`src/rtl/cpu_types_pkg.sv`:
```
// Shared CPU-wide types: RAM handshake state and the machine word.
package cpu_types_pkg;

   typedef logic [31:0] word_t;

   typedef enum logic [1:0] {
      FREE   = 2'd0,
      BUSY   = 2'd1,
      ACCESS = 2'd2,
      ERROR  = 2'd3
   } ramstate_t;

endpackage

```
`src/rtl/dp_types_pkg.sv`:
```
// Datapath-local types: memory arbiter grant states and default tuning constants.
package dp_types_pkg;

   typedef enum logic [1:0] {
      IDLE   = 2'd0,
      IGRANT = 2'd1,
      DGRANT = 2'd2
   } arb_state_t;

   localparam int unsigned ARB_STARVE_MAX = 4;
   localparam int unsigned ARB_TIMEOUT    = 255;
   localparam int unsigned ARB_TO_W       = 8;

endpackage

```
`src/rtl/mem_arbiter.sv`:
```
// Shares the single RAM port between instruction fetch and data access.
// Data has priority; a starvation counter forces fetch through, a timeout aborts hung grants.
module mem_arbiter
   import cpu_types_pkg::*;
   import dp_types_pkg::*;
#(
   parameter int unsigned STARVE_MAX = ARB_STARVE_MAX,
   parameter int unsigned TIMEOUT    = ARB_TIMEOUT,
   parameter int unsigned TO_W       = ARB_TO_W
) (
   input  logic      CLK,
   input  logic      nRST,
   input  logic      iREN,
   input  word_t     iaddr,
   output word_t     iload,
   output logic      iwait,
   input  logic      dREN,
   input  logic      dWEN,
   input  word_t     daddr,
   input  word_t     dstore,
   output word_t     dload,
   output logic      dwait,
   output logic      ramREN,
   output logic      ramWEN,
   output word_t     ramaddr,
   output word_t     ramstore,
   input  word_t     ramload,
   input  ramstate_t ramstate,
   output logic      arb_err
);

   localparam int unsigned SC_W = $clog2(STARVE_MAX + 1);

   arb_state_t      state, next_state;
   logic [SC_W-1:0] starve_cnt;
   logic [TO_W-1:0] to_cnt;

   logic dreq;
   logic starve_full;
   logic to_hit;
   logic ram_done;
   logic ram_err;

   assign dreq        = dREN | dWEN;
   assign starve_full = (starve_cnt == SC_W'(STARVE_MAX));
   assign to_hit      = (to_cnt == TO_W'(TIMEOUT));
   assign ram_done    = (ramstate == ACCESS);
   assign ram_err     = (ramstate == ERROR);

   always_ff @(posedge CLK or negedge nRST) begin
      if (!nRST) begin
         state      <= IDLE;
         starve_cnt <= '0;
         to_cnt     <= '0;
      end else begin
         state <= next_state;

         // Grants always return through IDLE, so staying put means another waiting cycle.
         if (state != IDLE && next_state == state)
            to_cnt <= to_cnt + 1'b1;
         else
            to_cnt <= '0;

         if (state == IGRANT && ram_done)
            starve_cnt <= '0;
         else if (state == DGRANT && ram_done && iREN && !starve_full)
            starve_cnt <= starve_cnt + 1'b1;
         else if (state == IDLE && !iREN)
            starve_cnt <= '0;
      end
   end

   always_comb begin
      next_state = state;
      ramREN     = 1'b0;
      ramWEN     = 1'b0;
      ramaddr    = '0;
      ramstore   = '0;
      iload      = '0;
      dload      = '0;
      iwait      = 1'b1;
      dwait      = 1'b1;
      arb_err    = 1'b0;

      case (state)
         IDLE: begin
            if (dreq && !(iREN && starve_full))
               next_state = DGRANT;
            else if (iREN)
               next_state = IGRANT;
         end

         DGRANT: begin
            // A dropped request only counts as withdrawn if the RAM has not completed it.
            if (!dreq && !ram_done) begin
               next_state = IDLE;
            end else begin
               ramaddr = daddr;
               if (dWEN) begin
                  ramWEN   = 1'b1;
                  ramstore = dstore;
               end else begin
                  ramREN = 1'b1;
               end

               if (ram_done) begin
                  dwait      = 1'b0;
                  dload      = dWEN ? '0 : ramload;
                  next_state = IDLE;
               end else if (ram_err || to_hit) begin
                  arb_err    = 1'b1;
                  next_state = IDLE;
               end
            end
         end

         IGRANT: begin
            if (!iREN && !ram_done) begin
               next_state = IDLE;
            end else begin
               ramREN  = 1'b1;
               ramaddr = iaddr;

               if (ram_done) begin
                  iwait      = 1'b0;
                  iload      = ramload;
                  next_state = IDLE;
               end else if (ram_err || to_hit) begin
                  arb_err    = 1'b1;
                  next_state = IDLE;
               end
            end
         end

         default: next_state = IDLE;
      endcase
   end

endmodule

```
`config.mk`:
```
export PLATFORM = sky130hd
export DESIGN_NAME = mem_arbiter
export DESIGN_NICKNAME = d
export VERILOG_FILES = /design/src/rtl/cpu_types_pkg.sv /design/src/rtl/dp_types_pkg.sv /design/src/rtl/mem_arbiter.sv
export SDC_FILE = /design/constraint.sdc
export NUM_CORES = 1
export LEC_CHECK = 0
export BUFFER_PORTS_ARGS = -buffer_cell sky130_fd_sc_hd__buf_2
export CAP_MARGIN = 40
export CORE_AREA = 2 2 103 105
export DETAILED_ROUTE_END_ITERATION = 8
export DIE_AREA = 0 0 105 107
export GPL_ROUTABILITY_DRIVEN = 0
export PLACE_DENSITY = 0.65
export SKIP_CTS_REPAIR_TIMING = 1
export SLEW_MARGIN = 25
export SYNTH_ARGS = -nofsm -noshare
export SYNTH_HDL_FRONTEND = slang
export SYNTH_SLANG_ARGS = --single-unit
```
`constraint.sdc`:
```
create_clock -name CLK -period 2.8 [get_ports CLK]
set_clock_uncertainty 0.2 [all_clocks]
set_input_delay 0.14 -clock CLK [delete_from_list [all_inputs] [get_ports CLK]]
set_output_delay 0.14 -clock CLK [all_outputs]
set_load 0.005 [all_outputs]
```
==> summary.md <==
| Metric | Value |
|---|---|
| Result of the run | complete, no violations |
| Part of the cycle the worst path needs | 83.1% |
| Total nets after synthesis | 412 |
| Min-delay worst type | in -> reg |
| Leakage power summed over all cells | 0.00226 uW |
| Layout Utilization | 34.5% |
| Worst hold margin | roughly 0.066 ns |
| Vias per cell | 4.45 |
| Area of the mapped netlist | 2030 um^2 |
| Clock period minus worst slack | 2.33 ns |
| Share of cells above drive strength 1 | 54.3% |
| Clock Sinks | 13 |
| Post-DR wirelength/cell | 13.2 um |
| Post-synth top area cell | sky130_fd_sc_hd__and3_1 |
| ANT cells | 0 |
| Number of DRC markers after the initial detailed-route iteration | 143 |
| Placed insts | 650 |
| Placeable core region | 10100 um^2 |
| Die footprint | 11200 um^2 |
| Buffers from clock root to sink, at most | 2 |
| Reg power frac | around 16% |
| P_sw | a little over 700 uW |
| Clock network power share | between 10% and 20% |
| Routed via count | 2916 |
| Crit Path Class | reg -> out |
| Critical path capture point type | output pin |
| Antenna violations before repair | 0 |
| Mean instance size in the synthesized netlist | around 7.5 um^2 |
| Max-cap check violation count | 0 |
| Final count of negative-setup-slack endpoints | 0 |
| Source-to-sink clock delay at the later pin of the worst-skew pair | 0.25 ns |
| Maximum fanout encountered on the critical timing path | 35 |
| Vias in the first global route | approximately 2700 |
| Synth Register Bits | 13 |
| Clock tree root driver cell | sky130_fd_sc_hd__clkbuf_8 |
| Largest voltage drop on the vdd net | 0.247 mV |
| H-tree levels | 1 |
| Number of placement rows | 37 |
| Total Routed Length | 8.68 mm |
| Final global-route overflow total | 0 |
| Accumulated negative setup slack | 0 ns |
| Slew margin rel. | roughly 66% |
| Switching part of the total power | between 40 and 50% |
| Synthesis warning total | 0 |
| Cell types with the largest area share after synthesis | sky130_fd_sc_hd__and3_1, sky130_fd_sc_hd__dfrtp_1, sky130_fd_sc_hd__a22oi_1, sky130_fd_sc_hd__and2_1, sky130_fd_sc_hd__nor2b_1 |
| TritonCTS buffer count | 3 |
| Synth cell types | 34 |
| Setup repair after global routing missed its margin | false |
| Num ports | about 270 |
| Instance count of the mapped netlist | 270 |
| Upper clock frequency limit | 430 MHz |
| Die H | around 110 um |
| Startpoint type of the worst setup path | register |
| First drt pass iteration count | 4 |
| Starting utilization of the core area | 20.1% |
| Power Dens Cells | approximately 450 nW/um^2 |
| Width of the chip | 105 um |
| Arrival time at the worst endpoint | 1.99 ns |
| Pin count of the biggest net entering global routing | 39 |
| Worst-Margin Slew | between 0.5 and 0.6 ns |
| Total track usage | 13.5% |
| Fin. Hold Viols | 0 |
| Number of nets at the end of the flow | 662 |
| Final slew viol count | 0 |
| Area share of the largest cell type after synthesis | between 20% and 30% |
| Required time of the critical path | 2.46 ns |
| Global-route wire length before repair | 12.8 mm |
| DRC errors left | 0 |
| Number of routed nets with antenna violations | 0 |
| Detailed placer's ending HPWL | 7.06 mm |
| Area growth syn-to-layout | 71.4% |
| Buffers added on ports | 267 |
| Sequential area share after synthesis | 16.0% |
| Placement-stage worst setup slack | 0.738 ns |
| Filler-free cell count of the finished design | approximately 660 |
| Combinational fraction of design power | approximately 73% |
| Internal portion of total power | between 800 and 900 uW |
| Clock tree from TritonCTS | built |
| Clock transition at the registers of the reported paths | 0.06 ns |
| Least setup slack across all paths after layout | 0.473 ns |
## metal layers
layer	GRT usage, %	wire, um	vias up	part of all wire, %
met5	0	0	-	0
met4	1.81	18	0	0.21
met3	1.82	420	4	4.8
met2	24.8	4620	95	53
met1	17.2	3620	1361	42
li1	-	-	1456	-
## Yosys cell counts
master                      n
sky130_fd_sc_hd__nand4_1    1
sky130_fd_sc_hd__a21boi_1   1
sky130_fd_sc_hd__o31a_1     1
sky130_fd_sc_hd__nor2b_1   33
sky130_fd_sc_hd__o21ai_0    2
sky130_fd_sc_hd__nor2b_4    1
sky130_fd_sc_hd__mux2_2     1
sky130_fd_sc_hd__nand2_1    4
sky130_fd_sc_hd__inv_1      4
sky130_fd_sc_hd__a31oi_1    1
sky130_fd_sc_hd__clkbuf_2   1
sky130_fd_sc_hd__or3_1      1
sky130_fd_sc_hd__nor2_1     3
sky130_fd_sc_hd__and3_1    69
sky130_fd_sc_hd__o211ai_2   2
sky130_fd_sc_hd__clkbuf_1  19
sky130_fd_sc_hd__a21oi_1   10
sky130_fd_sc_hd__buf_1      1
sky130_fd_sc_hd__o21a_1     2
sky130_fd_sc_hd__xnor2_1    4
sky130_fd_sc_hd__and2_1    33
sky130_fd_sc_hd__o211ai_1   2
sky130_fd_sc_hd__ha_1       7
sky130_fd_sc_hd__a22oi_1   32
sky130_fd_sc_hd__o211ai_4   1
sky130_fd_sc_hd__xor2_1     3
sky130_fd_sc_hd__a22o_1     2
sky130_fd_sc_hd__buf_4      2
sky130_fd_sc_hd__nand3b_1   2
sky130_fd_sc_hd__buf_6      7
sky130_fd_sc_hd__nand2b_1   1
sky130_fd_sc_hd__nand3_1    3
sky130_fd_sc_hd__dfrtp_1   13
sky130_fd_sc_hd__and4_1     1
## kinds of logic (layout without fill, tap and decap cells)
| family | after synthesis | count (layout) | synth area share [%] |
|---|---|---|---|
| adders and majority gates | 7 | 7 | 4.31 |
| buffers and inverters | 34 | 283 | 9.29 |
| muxes | 1 | 1 | 0.554 |
| xor gates and xnor gates | 7 | 7 | 3.02 |
| and+or+nand+nor | 152 | 152 | 46.3 |
| DFF | 13 | 13 | 16.0 |
| AOI/OAI and AO/OA | 56 | 56 | 20.5 |
## final cells by class
type,instances,area (um^2)
well taps,136,170
inverters,4,15.0
fillers,1116,6610
multi-input cells,223,1520
flip-flops and latches,13,325
repair buffers,275,1410
clock buffers,4,45.0
## registers in the layout, summed over array words and instances, names as in the netlist
register / flops
state: 2
to_cnt: 8
starve_cnt: 3
## worst max-delay path, cell delays in order (launching register included)
cell	delay (ns)
sky130_fd_sc_hd__dfrtp_1	0.44
sky130_fd_sc_hd__inv_1	0.11
sky130_fd_sc_hd__ha_1	0.17
sky130_fd_sc_hd__buf_4	0.28
sky130_fd_sc_hd__nand2_1	0.11
sky130_fd_sc_hd__nor2_1	0.10
sky130_fd_sc_hd__buf_4	0.26
sky130_fd_sc_hd__and2_1	0.17
sky130_fd_sc_hd__buf_2	0.11
## power groups by stage
stage,Clock (uW),Combinational [uW],Sequential [uW]
6_report,171,1160,254
4_1_cts,176,1170,253
2_1_floorplan,0,744,248
3_3_place_gp,0,1140,252
5_1_grt,185,1290,258
3_5_place_dp,0,1170,256
## final timing paths
path | start | endpoint | slack (ns) | cells past startpoint
min in group asynchronous | nRST | to_cnt[4] | 0.11 | 2
worst min register to register | to_cnt[0] | to_cnt[0] | 0.26 | 1
worst min-delay path | iREN | state[1] | 0.07 | 3
worst max register to register | state[0] | starve_cnt[0] | 0.86 | 6
worst max-delay path | state[0] | dload[10] | 0.47 | 8
max in group asynchronous | nRST | starve_cnt[2] | 2.05 | 2
## placed cells by master, fill, tap and decap left out, types with 2 or more instances in the layout
cell type,instances
sky130_fd_sc_hd__ha_1,7
sky130_fd_sc_hd__a21oi_1,10
sky130_fd_sc_hd__o211ai_1,2
sky130_fd_sc_hd__nor2b_1,33
sky130_fd_sc_hd__a22o_1,2
sky130_fd_sc_hd__clkbuf_8,3
sky130_fd_sc_hd__xnor2_1,4
sky130_fd_sc_hd__o211ai_2,2
sky130_fd_sc_hd__xor2_1,3
sky130_fd_sc_hd__nand2_1,4
sky130_fd_sc_hd__nor2_1,3
sky130_fd_sc_hd__inv_1,4
sky130_fd_sc_hd__nand3b_1,2
sky130_fd_sc_hd__o21ai_0,2
sky130_fd_sc_hd__dfrtp_1,13
sky130_fd_sc_hd__and3_1,69
sky130_fd_sc_hd__nand3_1,3
sky130_fd_sc_hd__buf_4,6
sky130_fd_sc_hd__a22oi_1,32
sky130_fd_sc_hd__o21a_1,2
sky130_fd_sc_hd__buf_2,267
sky130_fd_sc_hd__and2_1,33
## through the flow
stage / area (um^2) / total power [uW]
CTS: 3480 / 1600
global route: 3490 / 1730
finish: 3490 / 1590
global placement: 3430 / 1390
floorplan: 2030 / 992
detailed placement: 3430 / 1430
(Power assumes the default switching activity.)
